--- config.mk ---
export PLATFORM = sky130hd
export DESIGN_NAME = axis_peak_lag_search
export DESIGN_NICKNAME = d
export VERILOG_FILES = /design/src/rtl/axis_peak_lag_search.sv
export SDC_FILE = /design/constraint.sdc
export NUM_CORES = 1
export LEC_CHECK = 0
export CELL_PAD_IN_SITES_DETAIL_PLACEMENT = 1
export CELL_PAD_IN_SITES_GLOBAL_PLACEMENT = 1
export CORE_ASPECT_RATIO = 0.7
export CORE_MARGIN = 2
export CORE_UTILIZATION = 40
export DETAILED_ROUTE_END_ITERATION = 6
export PLACE_DENSITY_LB_ADDON = 0.1
export SYNTH_ARGS = -nofsm -noshare
export SYNTH_HDL_FRONTEND = slang
export SYNTH_SLANG_ARGS = --single-unit
--- constraint.sdc ---
create_clock -name axis_aclk -period 3.65 [get_ports axis_aclk]
set_input_delay 0.73 -clock axis_aclk [delete_from_list [all_inputs] [get_ports axis_aclk]]
set_output_delay 0.73 -clock axis_aclk [all_outputs]
set_load 0.05 [all_outputs]
--- src/rtl/axis_peak_lag_search.sv ---
// Per-channel peak |real| search over the +/-WIN lag window of each AXI-Stream frame.
// Optional macro PLS_PEAK_MAG_EN adds res_mag, the peak magnitude per channel.
module axis_peak_lag_search #(
  parameter int unsigned NCH       = 2,
  parameter int unsigned DATA_W    = 32,
  parameter int unsigned FRAME_LEN = 4096,
  parameter int unsigned WIN       = 3,
  localparam int unsigned LAG_W    = $clog2(WIN + 1) + 1,
  localparam int unsigned MAG_W    = DATA_W - 1
) (
  input  logic                    axis_aclk,
  input  logic                    axis_aresetn,
  input  logic [NCH*2*DATA_W-1:0] s_axis_tdata,
  input  logic                    s_axis_tvalid,
  input  logic                    s_axis_tlast,
  output logic                    res_valid,
  input  logic                    res_ready,
  output logic [NCH*LAG_W-1:0]    res_lag,
  output logic [NCH-1:0]          res_zero,
`ifdef PLS_PEAK_MAG_EN
  output logic [NCH*MAG_W-1:0]    res_mag,
`endif
  output logic                    res_overrun,
  output logic                    frame_err,
  output logic                    irq
);

  localparam int unsigned IDX_W = $clog2(FRAME_LEN);

  typedef enum logic [1:0] {IDLE, SEARCH, SKIP, PUBLISH} state_e;

  state_e                        state_q, state_d;
  logic [IDX_W-1:0]              idx_q, idx_d;
  logic [NCH-1:0][MAG_W-1:0]     max_q, max_d;
  logic [NCH-1:0][LAG_W-1:0]     lag_q, lag_d;
  logic [NCH-1:0][LAG_W-1:0]     res_lag_q, res_lag_d;
  logic [NCH-1:0]                res_zero_q, res_zero_d;
  logic                          res_valid_q, res_valid_d;
  logic                          res_overrun_q, res_overrun_d;
  logic                          frame_err_q, frame_err_d;
  logic                          irq_q, irq_d;
`ifdef PLS_PEAK_MAG_EN
  logic [NCH-1:0][MAG_W-1:0]     res_mag_q, res_mag_d;
`endif

  logic [NCH-1:0][MAG_W-1:0]     mag, cand_max;
  logic [NCH-1:0][LAG_W-1:0]     cand_lag;
  logic [NCH-1:0][DATA_W-1:0]    imag_unused;
  logic                          in_win, last_idx, frame_end, bad_last;

  function automatic logic in_window(input logic [IDX_W-1:0] i);
    return (i <= IDX_W'(WIN)) || (i >= IDX_W'(FRAME_LEN - WIN));
  endfunction

  // |real| with the most negative code saturating to all-ones
  function automatic logic [MAG_W-1:0] mag_of(input logic [DATA_W-1:0] re);
    logic [DATA_W-1:0] neg;
    neg = ~re + DATA_W'(1);
    if (!re[DATA_W-1])     return re[MAG_W-1:0];
    else if (neg[DATA_W-1]) return '1;
    else                   return neg[MAG_W-1:0];
  endfunction

  always_comb begin
    for (int c = 0; c < int'(NCH); c++) begin
      mag[c]         = mag_of(s_axis_tdata[c*2*DATA_W +: DATA_W]);
      imag_unused[c] = s_axis_tdata[c*2*DATA_W + DATA_W +: DATA_W];
    end
  end

  always_comb begin
    state_d       = state_q;
    idx_d         = idx_q;
    max_d         = max_q;
    lag_d         = lag_q;
    res_lag_d     = res_lag_q;
    res_zero_d    = res_zero_q;
    res_valid_d   = res_valid_q;
    res_overrun_d = res_overrun_q;
    frame_err_d   = 1'b0;
`ifdef PLS_PEAK_MAG_EN
    res_mag_d     = res_mag_q;
`endif
    in_win    = in_window(idx_q);
    last_idx  = (idx_q == IDX_W'(FRAME_LEN - 1));
    frame_end = s_axis_tvalid && last_idx;
    bad_last  = s_axis_tvalid && s_axis_tlast && !last_idx;
    cand_max  = max_q;
    cand_lag  = lag_q;

    // Truncating the index yields the signed lag for both window halves
    for (int c = 0; c < int'(NCH); c++) begin
      if (in_win && (mag[c] > max_q[c])) begin
        cand_max[c] = mag[c];
        cand_lag[c] = LAG_W'(idx_q);
      end
    end

    if (res_valid_q && res_ready) res_valid_d = 1'b0;

    if (bad_last) begin
      idx_d       = '0;
      max_d       = '0;
      lag_d       = '0;
      frame_err_d = 1'b1;
      state_d     = IDLE;
    end else if (frame_end) begin
      idx_d     = '0;
      max_d     = '0;
      lag_d     = '0;
      res_lag_d = cand_lag;
      for (int c = 0; c < int'(NCH); c++) res_zero_d[c] = (cand_max[c] == '0);
`ifdef PLS_PEAK_MAG_EN
      res_mag_d = cand_max;
`endif
      if (res_valid_q && !res_ready) res_overrun_d = 1'b1;
      res_valid_d = 1'b1;
      state_d     = PUBLISH;
    end else if (s_axis_tvalid) begin
      idx_d   = idx_q + IDX_W'(1);
      max_d   = cand_max;
      lag_d   = cand_lag;
      state_d = in_window(idx_d) ? SEARCH : SKIP;
    end else if (state_q == PUBLISH) begin
      state_d = IDLE;
    end

    irq_d = res_valid_d;
  end

  always_ff @(posedge axis_aclk or negedge axis_aresetn) begin
    if (!axis_aresetn) begin
      state_q       <= IDLE;
      idx_q         <= '0;
      max_q         <= '0;
      lag_q         <= '0;
      res_lag_q     <= '0;
      res_zero_q    <= '0;
      res_valid_q   <= 1'b0;
      res_overrun_q <= 1'b0;
      frame_err_q   <= 1'b0;
      irq_q         <= 1'b0;
`ifdef PLS_PEAK_MAG_EN
      res_mag_q     <= '0;
`endif
    end else begin
      state_q       <= state_d;
      idx_q         <= idx_d;
      max_q         <= max_d;
      lag_q         <= lag_d;
      res_lag_q     <= res_lag_d;
      res_zero_q    <= res_zero_d;
      res_valid_q   <= res_valid_d;
      res_overrun_q <= res_overrun_d;
      frame_err_q   <= frame_err_d;
      irq_q         <= irq_d;
`ifdef PLS_PEAK_MAG_EN
      res_mag_q     <= res_mag_d;
`endif
    end
  end

  assign res_valid   = res_valid_q;
  assign res_lag     = res_lag_q;
  assign res_zero    = res_zero_q;
  assign res_overrun = res_overrun_q;
  assign frame_err   = frame_err_q;
  assign irq         = irq_q;
`ifdef PLS_PEAK_MAG_EN
  assign res_mag     = res_mag_q;
`endif

endmodule

==> results of run 1 <==
## worst max path at each step
stage / end / cells after the start / start
2_1_floorplan: max_q[17] / 16 / s_axis_tdata[3]
3_3_place_gp: max_q[52] / 17 / s_axis_tdata[94]
3_5_place_dp: res_lag[4] / 17 / s_axis_tdata[94]
4_1_cts: max_q[57] / 19 / s_axis_tdata[65]
5_1_grt: max_q[60] / 17 / s_axis_tdata[86]
6_report: max_q[60] / 17 / s_axis_tdata[86]
## logic make-up after synthesis
logic type,Yosys count
xor gates and xnor gates,34
muxes,9
and+or+nand+nor,332
AOI/OAI and AO/OA,262
DFF,91
buffers and inverters,127
adders and majority gates,67
## synth_stat cells (all sizes together), types with 5 or more instances
library cell	number	share of area, %
xnor2	9	1.0
a31oi	9	0.73
a211oi	5	0.65
a21o	14	1.4
or4	7	0.78
dfrtp	91	30
nand3	24	1.8
nand2b	7	0.57
o41ai	7	0.99
mux2i	8	1.0
nor3	36	3.1
o22ai	6	0.49
inv	84	4.1
ha	67	11
nor4	34	3.3
nor2b	9	0.73
buf	23	1.7
a22o	57	6.5
o31a	5	0.59
or3	13	1.1
o21ai	65	4.3
nor2	46	2.2
xor2	25	2.8
o31ai	18	1.8
and3	5	0.41
nand4	36	3.0
a21oi	46	3.0
clkbuf	20	0.98
nand2	93	4.5
## worst max-delay path, cell delays in order
cell and delay [ps]:
clkdlybuf4s15_1 210, nor3_2 210, buf_4 140, nand4_1 200
buf_4 220, or3_4 480, a21oi_2 240, o22a_1 330
ha_4 200, nand4_1 190, nor4_2 400, buf_4 220
o21ai_4 80, a211oi_4 420, and2_4 370, clkbuf_16 220
a22o_1 160
## final cells by class
cell class / instances / area (sq um) / area share, %
Sequential cell: 91 / 2280 / 17.4
Clock inverter: 7 / 96.3 / 0.738
Tap cell: 242 / 303 / 2.32
Inverter: 84 / 333 / 2.55
Timing Repair Buffer: 445 / 3790 / 29.0
Multi-Input combinational cell: 706 / 6040 / 46.2
Clock buffer: 9 / 225 / 1.72
## through the flow
stage                     setup WS, ps  std cells  power, mW  hold WS, ps  TNS, ps
after floorplan                   -456        922       1.98          434   -26220
after global placement           -1260       1457       2.62          462   -91460
after detailed placement         -1480       1457       2.68          465  -103180
after CTS                         -452       1543       3.96          491   -30180
after global routing             -1110       1584       4.69          536   -74150
final                            -1090       1584       4.63          514   -73260
## flip-flops by register name, indices dropped and copies added, names as in the netlist
register / flops
frame_err: 1
idx_q: 12
irq: 1
lag_q: 6
max_q: 62
res_lag: 6
res_overrun: 1
res_zero: 2
## timing repair
action,CTS,global route
hold buffers,0,0
cloned,9,3
setup endpoints to repair,76,76
pin swaps,88,115
setup buffers,64,42
gates resized for setup,276,161
## where the power goes
part | internal, mW | leakage, nW | switching [mW] | total, mW
clock | 0.608 | 0.161 | 0.501 | 1.11
sequential | 1.13 | 1.23 | 0.178 | 1.30
combinational | 0.980 | 4.45 | 1.23 | 2.21
## cells in the final DEF (no fill, tap or decap), drive strengths merged, types with 7 or more instances in the layout
cell | netlist | routed
a21o | 14 | 14
a21oi | 46 | 46
a22o | 57 | 57
a31oi | 9 | 9
buf | 23 | 383
clkbuf | 20 | 25
clkdlybuf4s15 | 0 | 15
clkdlybuf4s50 | 0 | 17
dfrtp | 91 | 91
dlygate4sd2 | 0 | 14
ha | 67 | 67
inv | 84 | 86
mux2i | 8 | 8
nand2 | 93 | 93
nand2b | 7 | 7
nand3 | 24 | 24
nand4 | 36 | 36
nor2 | 46 | 46
nor2b | 9 | 9
nor3 | 36 | 36
nor4 | 34 | 34
o21ai | 65 | 65
o31ai | 18 | 18
o41ai | 7 | 7
or3 | 13 | 13
or4 | 7 | 7
xnor2 | 9 | 9
xor2 | 25 | 25
## metal layers
metal / wire, um / vias to the layer above
met5: 0 / -
met4: 3840 / 0
met3: 5750 / 371
met2: 22800 / 1004
met1: 19500 / 5422
li1: - / 4269
==> flow_summary_export.csv, run 1 <==
group,metric,value,unit
yosys,syn_nets,1122,
floorplanning,fp.dieArea,20400,sq um
clocking,clk-insertion-delay-late,370,ps
layout,finish.utilization,69.2,%
layout,fin_nets,1537,
yosys,yosysWarnings,0,
floorplanning,pin_count,145,
detailed_routing,ant_nets,0,
yosys,synth-compound-area-share,23.9,%
yosys,synth_top_family_by_area,"compound AO/OA/AOI/OAI gates",
floorplanning,start_util,40.8,%
yosys,synth_cell_types,75,
detailed_routing,viasPerCell,6.99,
clocking,numCtsBuffers,9,
placement,port_buffers,80,
floorplanning,dieHeight,120,um
detailed_routing,drcViolationCount,0,
timing,fin_crit_sh,130,%
grt,grt_pass1_vias,10700,
detailed_routing,num_vias,11100,
timing,rsz0062_at_grt,"true",
critical_path,crit_required,3950,ps
grt,grt_use_met2,62.4,%
clocking,root_buffer,"clkbuf_16",
critical_path,reg2reg_setup_slack,420,ps
hold_path,holdPathStages,2,
power,leakagePower,5.84,nW
timing,finalHoldViolations,0,
layout,fillCellCount,2097,
hold_path,worstHoldPathType,"reg -> reg",
timing,drv_slew,0,
critical_path,r2r_end,"max_q[0]",
yosys,synthArstFlopShare,100,%
floorplanning,rows,42,
timing,fmax,0.211,GHz
critical_path,critPathLaunchType,"primary input",
detailed_routing,drt_iter0_drc,1414,
outcome,violations,"setup timing",
timing,worst_slack,-1090,ps
timing,setup_viol,76,
grt,track_usage,40.2,%
clocking,cts_sinks,91,
grt,overflow,0,
clocking,path_clk_slew,90,ps
hold_path,min_from,"lag_q[2]",
power,power_density,354,nW/um^2
timing,relSlewSlack,33.3,%
outcome,status,"finished, violations left",
grt,antenna_found_initial,0,
hold_path,whs_endpoint,"res_lag[2]",
yosys,synth_edf_count,0,
clocking,cts_tree,"done",
grt,grt_pass1_wl,62.7,mm
yosys,ys.flop_type,"dfrtp_1",
critical_path,end_kind,"register",
floorplanning,die_w,170,um
layout,area_growth,69.7,%
layout,num_antenna_cells,0,
detailed_routing,routed_wirelength,52.0,mm
yosys,synth_simple_gate_area_share,23.8,%
critical_path,r2r_cells,10,
run,maxCapViolCount,0,
yosys,ys_seq_elements,91,
yosys,synth_xor_area_share,3.87,%
clocking,max-clock-path-buffers,2,
layout,drive_above_1_share,45.1,%
floorplanning,core,18900,sq um
timing,fin_crit,4740,ps
yosys,syn_inst,922,
detailed_routing,wl_per_cell,32.8,um
grt,grtUsageMet1,53.1,%
detailed_routing,drt-pass1-iter-count,5,
placement,placed_cell_area,10700,sq um
critical_path,crit_arrival,5040,ps
timing,worst_slew_pin_slew,1000,ps
grt,grt_use_met3,11.5,%
placement,place.gp.congestion,0.885,
yosys,ys_seq_area_share,29.6,%
yosys,synthAdderAreaFrac,10.9,%
yosys,syn_area,7700,sq um
yosys,synthMuxAreaShare,1.19,%
power,ir_drop,0.000270,V
placement,hpwlAfterDp,23.7,mm
critical_path,critical_path_class,"in -> reg",
yosys,synth_area_per_cell,8.35,sq um
layout,fin_area,13100,sq um
critical_path,crit-reg2reg-launch,"idx_q[0]",
timing,finalClockSkew,15.3,ps
critical_path,crit_fanout,6,
clocking,htree_levels,3,
grt,grt_max_degree,71,
grt,busiest_layer,"met2",
No activity file was read; power rests on OpenSTA's default activity.
==> run 2, diff against run 1 <==
CORE_UTILIZATION = 43   (was 40)
PLACE_DENSITY_LB_ADDON = 0.05   (was 0.1)
SETUP_SLACK_MARGIN = 0.2   (was not set)
clock period = 5.62 ns   (was 3.65 ns; I/O delays follow)
==> run 2 against run 1 <==
- the flow now finishes without violations
- global-route usage down 10 points
- design area decreased by 26%
- first-iteration DRC count fell by 52%
- critical path depth unchanged
- sequential power shrank 37%
- setup slack improved by 1400 ps
- flip-flop and latch count did not move
- core utilization decreased by 13 points
- count of clock-buffer cells in the layout increased by 4
- largest cell class unchanged
==> flow_summary_export.csv, run 2 (synthesized netlist as in run 1, its figures left out) <==
group,metric,value,unit
hold_path,holdPathStages,2,
timing,worst_slew_pin_slew,783,ps
clocking,cts_tree,"done",
clocking,cts_sinks,91,
grt,grt_pass1_vias,8035,
detailed_routing,viasPerCell,6.10,
grt,grt_pass1_wl,44.0,mm
placement,place_inst,1282,
detailed_routing,drt-pass1-iter-count,5,
grt,track_usage,30.0,%
layout,area_growth,26.2,%
power,p_comb_share,36.4,%
floorplanning,pin_count,145,
power,finalPower,2.29,mW
power,leakagePower,4.13,nW
floorplanning,fp.dieArea,19000,sq um
hold_path,min_from,"res_lag[2]",
critical_path,cp_common_cell,"ha_1",
timing,rsz0062_at_grt,"false",
run,maxCapViolCount,0,
power,p_clk_share,28.1,%
timing,worst_slack,344,ps
hold_path,whs_endpoint,"res_lag[2]",
critical_path,critical_path_class,"in -> reg",
timing,drv_slew,0,
timing,fmax,0.190,GHz
critical_path,crit_chain,"clkdlybuf4s50_1 -> inv_1 -> ha_1 -> nor2b_2 -> nand4_4 -> o41ai_2 -> xor2_1 -> nand2_1 -> ha_1 -> nand4_1 -> or4_1 -> nor2_1 -> o21ai_0 -> a21oi_2 -> o21ai_2 -> buf_12 -> a22o_1",
placement,port_buffers,80,
timing,fin_hold_ws,481,ps
detailed_routing,drcViolationCount,0,
grt,overflow,0,
layout,final_common_cell,"nand2_1",
critical_path,r2r_cells,8,
floorplanning,dieHeight,116,um
critical_path,reg2reg_setup_slack,2590,ps
clocking,path_clk_slew,60,ps
power,power_switching,0.808,mW
layout,fillCellCount,2073,
layout,final_cells,1302,
detailed_routing,ant_nets,0,
power,power_density,236,nW/um^2
outcome,status,"complete, no violations",
layout,drive_above_1_share,14.1,%
critical_path,r2r_end,"res_zero[1]",
critical_path,crit_arrival,5500,ps
timing,setup_viol,0,
detailed_routing,num_vias,7936,
timing,finalHoldViolations,0,
detailed_routing,routed_wirelength,27.7,mm
layout,largest_reg_flops,62,
critical_path,critPathLaunchType,"primary input",
grt,grt_max_degree,54,
critical_path,crit-reg2reg-launch,"idx_q[2]",
hold_path,worstHoldPathType,"reg -> reg",
detailed_routing,wl_per_cell,21.3,um
timing,fin_crit,5280,ps
clocking,htree_levels,3,
placement,pre_cts_slack,-49.4,ps
critical_path,crit_fanout,34,
layout,top_register,"max_q",
critical_path,crit_required,5840,ps
critical_path,critPathMaxStageDelay,580,ps
clocking,root_buffer,"clkbuf_16",
floorplanning,rows,40,
floorplanning,die_w,164,um
placement,hpwlAfterDp,21.8,mm
critical_path,critPathSlowestCell,"or4_1",
layout,reg_top3,"max_q: 62 flops, idx_q: 12 flops",
clocking,clk-insertion-delay-late,350,ps
power,ir_drop,0.000129,V
floorplanning,start_util,44.3,%
layout,num_antenna_cells,0,
timing,fin_crit_sh,93.9,%
power,seq_power_share,35.5,%
detailed_routing,drt_iter0_drc,685,
power,p_int,1.48,mW
floorplanning,core,17400,sq um
timing,relSlewSlack,47.7,%
clocking,holdBufCountCts,0,
layout,final_cell_mix,"nand2_1, buf_4, dfrtp_1, inv_1, clkdlybuf4s50_1",
timing,finalClockSkew,10.5,ps
critical_path,end_kind,"register",
power,power_switching_share,35.2,%
layout,fin_nets,1266,
clocking,max-clock-path-buffers,2,
grt,antenna_found_initial,0,
placement,place.gp.congestion,0.887,
clocking,numCtsBuffers,9,
-- run 2: cell count changes in the layout (fill, tap and decap cells not counted), sizes merged --
cell / change
clkdlybuf4s50: +62
clkdlybuf4s15: -15
clkbuf: -12
buf: -286
and2: -2
clkinv: -3
clkinvlp: +2
inv: -2
dlygate4sd2: -14
bufinv: -1
-- run 2: critical path, delay by kind of cell --
family	cells	cell delay [ps]
AND/OR/NAND/NOR	6	1550
AO/OA/AOI/OAI	5	1150
buffers and inverters	3	810
adder cells (fa/ha/maj)	2	530
XOR/XNOR	1	320
-- run 2: repair_timing --
action,CTS,global route
setup endpoints to repair,0,75
setup buffers,0,4
gates resized for setup,0,8
-- run 2: how the worst max path moves through the flow --
stage | startpoint | end | cells past startpoint
finish | s_axis_tdata[1] | max_q[30] | 17
global route | s_axis_tdata[65] | lag_q[4] | 23
CTS | s_axis_tdata[1] | max_q[30] | 17
detailed placement | s_axis_tdata[1] | max_q[11] | 17
global placement | s_axis_tdata[1] | max_q[10] | 17
floorplan | s_axis_tdata[64] | max_q[52] | 17
-- run 2: layout make-up --
type                       instances  area [sq um]  share of cell area, %
multi-input combinational        704          4940                   50.8
clock buffer                      13           270                   2.78
clock inverter                     3          45.0                  0.464
tap                              231           289                   2.97
timing repair buffer             176          1580                   16.3
inverter                          84           315                   3.24
sequential                        91          2280                   23.4
-- run 2: stage by stage --
| stage | TNS, ps | utilization [%] | instance area [sq um] |
|---|---|---|---|
| 4_1_cts | 0 | 55.6 | 9650 |
| 3_3_place_gp | 0 | 53.7 | 9330 |
| 5_1_grt | 0 | 56.0 | 9720 |
| 6_report | 0 | 56.0 | 9720 |
| 2_1_floorplan | 0 | - | 7700 |
| 3_5_place_dp | -947 | 53.7 | 9330 |
-- run 2: metal layers --
layer	track usage [%]	part of all wire, %
met5	0	0
met4	5.56	0.91
met3	5.19	6.6
met2	44.9	42
met1	45.4	51
-- run 2: power groups by stage --
| stage | Clock (mW) | Sequential [mW] | Combinational, mW |
|---|---|---|---|
| floorplan | 0 | 0.791 | 0.473 |
| finish | 0.645 | 0.813 | 0.835 |
| global placement | 0 | 0.814 | 0.752 |
| global route | 0.677 | 0.823 | 0.917 |
| detailed placement | 0 | 0.820 | 0.800 |
| CTS | 0.647 | 0.811 | 0.819 |
==> run 3, diff against run 2 <==
CELL_PAD_IN_SITES_DETAIL_PLACEMENT = 0   (was 1)
GPL_TIMING_DRIVEN = 0   (was not set)
==> run 3 against run 2 <==
- flip-flop and latch count unchanged
- first-iteration DRC count fell by 8.5%
- critical path depth rose by 1
- cell count decreased by 1.6%
- clock skew shrank 2.1 ps
- routed wire length down 12%
- sequential power is 1% lower
- total power shrank 1.5%
- highest routed layer unchanged
==> flow_summary_export.csv, run 3 (synthesized netlist as in run 1, its figures left out) <==
group,metric,value,unit
critical_path,critPathSlowestCell,"or4_4",
hold_path,worstHoldPathType,"reg -> reg",
timing,finalHoldViolations,0,
grt,grt_pass1_wl,38.5,mm
floorplanning,fp.dieArea,19000,sq um
layout,reg_top3,"max_q: 62 flops, idx_q: 12 flops",
detailed_routing,num_vias,7556,
critical_path,crit-reg2reg-launch,"idx_q[1]",
critical_path,crit_required,5900,ps
timing,worst_slew_pin_slew,640,ps
timing,finalClockSkew,8.40,ps
placement,place.gp.congestion,0.872,
clocking,path_clk_slew,70,ps
timing,fin_crit,5250,ps
grt,grtUsageMet1,45.1,%
power,finalPower,2.26,mW
hold_path,min_from,"res_overrun",
layout,largest_reg_flops,62,
floorplanning,pin_count,145,
grt,overflow,0,
layout,fillCellCount,1598,
placement,hpwlAfterDp,18.9,mm
outcome,status,"complete, no violations",
layout,drive_above_1_share,14.5,%
layout,num_antenna_cells,0,
grt,grt_pass1_vias,6692,
critical_path,reg2reg_setup_slack,2830,ps
run,maxCapViolCount,0,
critical_path,crit_fanout,10,
clocking,numCtsBuffers,9,
timing,relSlewSlack,56.9,%
critical_path,crit_arrival,5530,ps
timing,worst_slack,371,ps
detailed_routing,drt_iter0_drc,627,
layout,multiInputGateArea,5180,sq um
critical_path,r2r_cells,10,
layout,fin_area,9690,sq um
critical_path,end_kind,"register",
power,ir_drop,0.000139,V
grt,grt_use_met3,4.08,%
detailed_routing,drt-pass1-iter-count,4,
power,leakagePower,4.07,nW
detailed_routing,wl_per_cell,19.2,um
detailed_routing,routed_wirelength,24.5,mm
grt,grt_max_degree,64,
layout,final_cell_mix,"nand2_1, dfrtp_1, inv_1, clkdlybuf4s50_1, ha_1",
detailed_routing,viasPerCell,5.90,
timing,fmax,0.191,GHz
power,power_density,233,nW/um^2
clocking,clk-insertion-delay-late,340,ps
clocking,cts_tree,"done",
clocking,htree_levels,3,
critical_path,critPathLaunchType,"primary input",
grt,antenna_found_initial,0,
clocking,max-clock-path-buffers,2,
critical_path,crit_chain,"clkdlybuf4s50_1 -> or4_4 -> nor3_4 -> nand2_1 -> o31ai_2 -> xor2_1 -> buf_4 -> nand2_1 -> ha_1 -> nand3_1 -> or4_4 -> o21ai_0 -> nor3_1 -> a21oi_2 -> and2_0 -> buf_2 -> buf_4 -> a22o_1",
layout,seq_area,2280,sq um
floorplanning,die_w,164,um
placement,port_buffers,75,
critical_path,r2r_end,"res_zero[0]",
grt,track_usage,26.3,%
critical_path,critical_path_class,"in -> reg",
floorplanning,core,17400,sq um
timing,setup_viol,0,
floorplanning,start_util,44.3,%
floorplanning,rows,40,
grt,grt_use_met2,33.3,%
layout,final_common_cell,"nand2_1",
placement,pre_cts_slack,-860,ps
clocking,root_buffer,"clkbuf_16",
critical_path,critPathMaxStageDelay,610,ps
timing,fin_crit_sh,93.4,%
layout,fin_nets,1245,
placement,placed_cell_area,8760,sq um
clocking,holdBufCountCts,0,
detailed_routing,drcViolationCount,0,
layout,top_register,"max_q",
critical_path,cp-endpoint,"max_q[13]",
clocking,cts_sinks,91,
grt,busiest_layer,"met1",
floorplanning,dieHeight,116,um
timing,drv_slew,0,
critical_path,crit_start,"s_axis_tdata[13]",
detailed_routing,ant_nets,0,
layout,area_growth,25.9,%
timing,rsz0062_at_grt,"false",
## run 3: changes by cell type in the layout (fill, tap and decap cells not counted), moves of 7 or more
| cell | change |
|---|---|
| clkdlybuf4s50_1 | -11 |
| clkbuf_1 | +16 |
| buf_2 | +11 |
| buf_4 | -50 |
| nor3_1 | -7 |
## run 3: cell type report
| type | instances | area share, % |
|---|---|---|
| Buffer | 43 | 2.52 |
| Clock buffer | 12 | 2.54 |
| Clock inverter | 4 | 0.761 |
| Inverter | 84 | 3.25 |
| Multi-Input combinational cell | 704 | 53.4 |
| Sequential cell | 91 | 23.5 |
| Tap cell | 231 | 2.98 |
| Timing Repair Buffer | 112 | 11.0 |
## run 3: worst min path at each step
stage / endpoint / cells after the start
after floorplan: lag_q[3] / 2
after global placement: res_lag[2] / 2
after detailed placement: res_overrun / 1
after CTS: res_overrun / 1
after global routing: res_lag[2] / 2
final: res_overrun / 1
## run 3: layer usage
layer / routed length, um / up-vias
met5: 0 / -
met4: 186 / 0
met3: 1680 / 12
met2: 9210 / 252
met1: 13500 / 3612
li1: - / 3680
## run 3: timing repair
item	4_1_cts	5_1_grt
hold endpoints to repair	0	0
gates resized for setup	24	58
setup endpoints to repair	75	76
pin swaps	4	18
buffers inserted	19	17
## run 3: where the power goes
group | leakage (nW) | switching, mW | internal (mW) | total (mW)
clock network | 0.157 | 0.259 | 0.403 | 0.662
registers | 1.23 | 0.0723 | 0.732 | 0.805
logic | 2.69 | 0.440 | 0.351 | 0.791
total | 4.07 | 0.771 | 1.49 | 2.26
## run 3: worst max-delay path, delay by kind of cell
family          cells  cell delay (ps)
simple gates        8             1960
buf+inv             4             1010
compound gates      4              920
fa+ha+maj           1              310
xor+xnor            1              190
## run 3: per-stage QoR
stage | setup TNS (ps) | std cells | hold slack [ps] | util [%]
floorplan | 0 | 922 | 449 | -
global placement | -54760 | 1228 | 452 | 50.3
CTS | 0 | 1264 | 484 | 53.7
global route | 0 | 1281 | 510 | 55.8
detailed placement | -47200 | 1229 | 466 | 50.5
finish | 0 | 1281 | 474 | 55.8
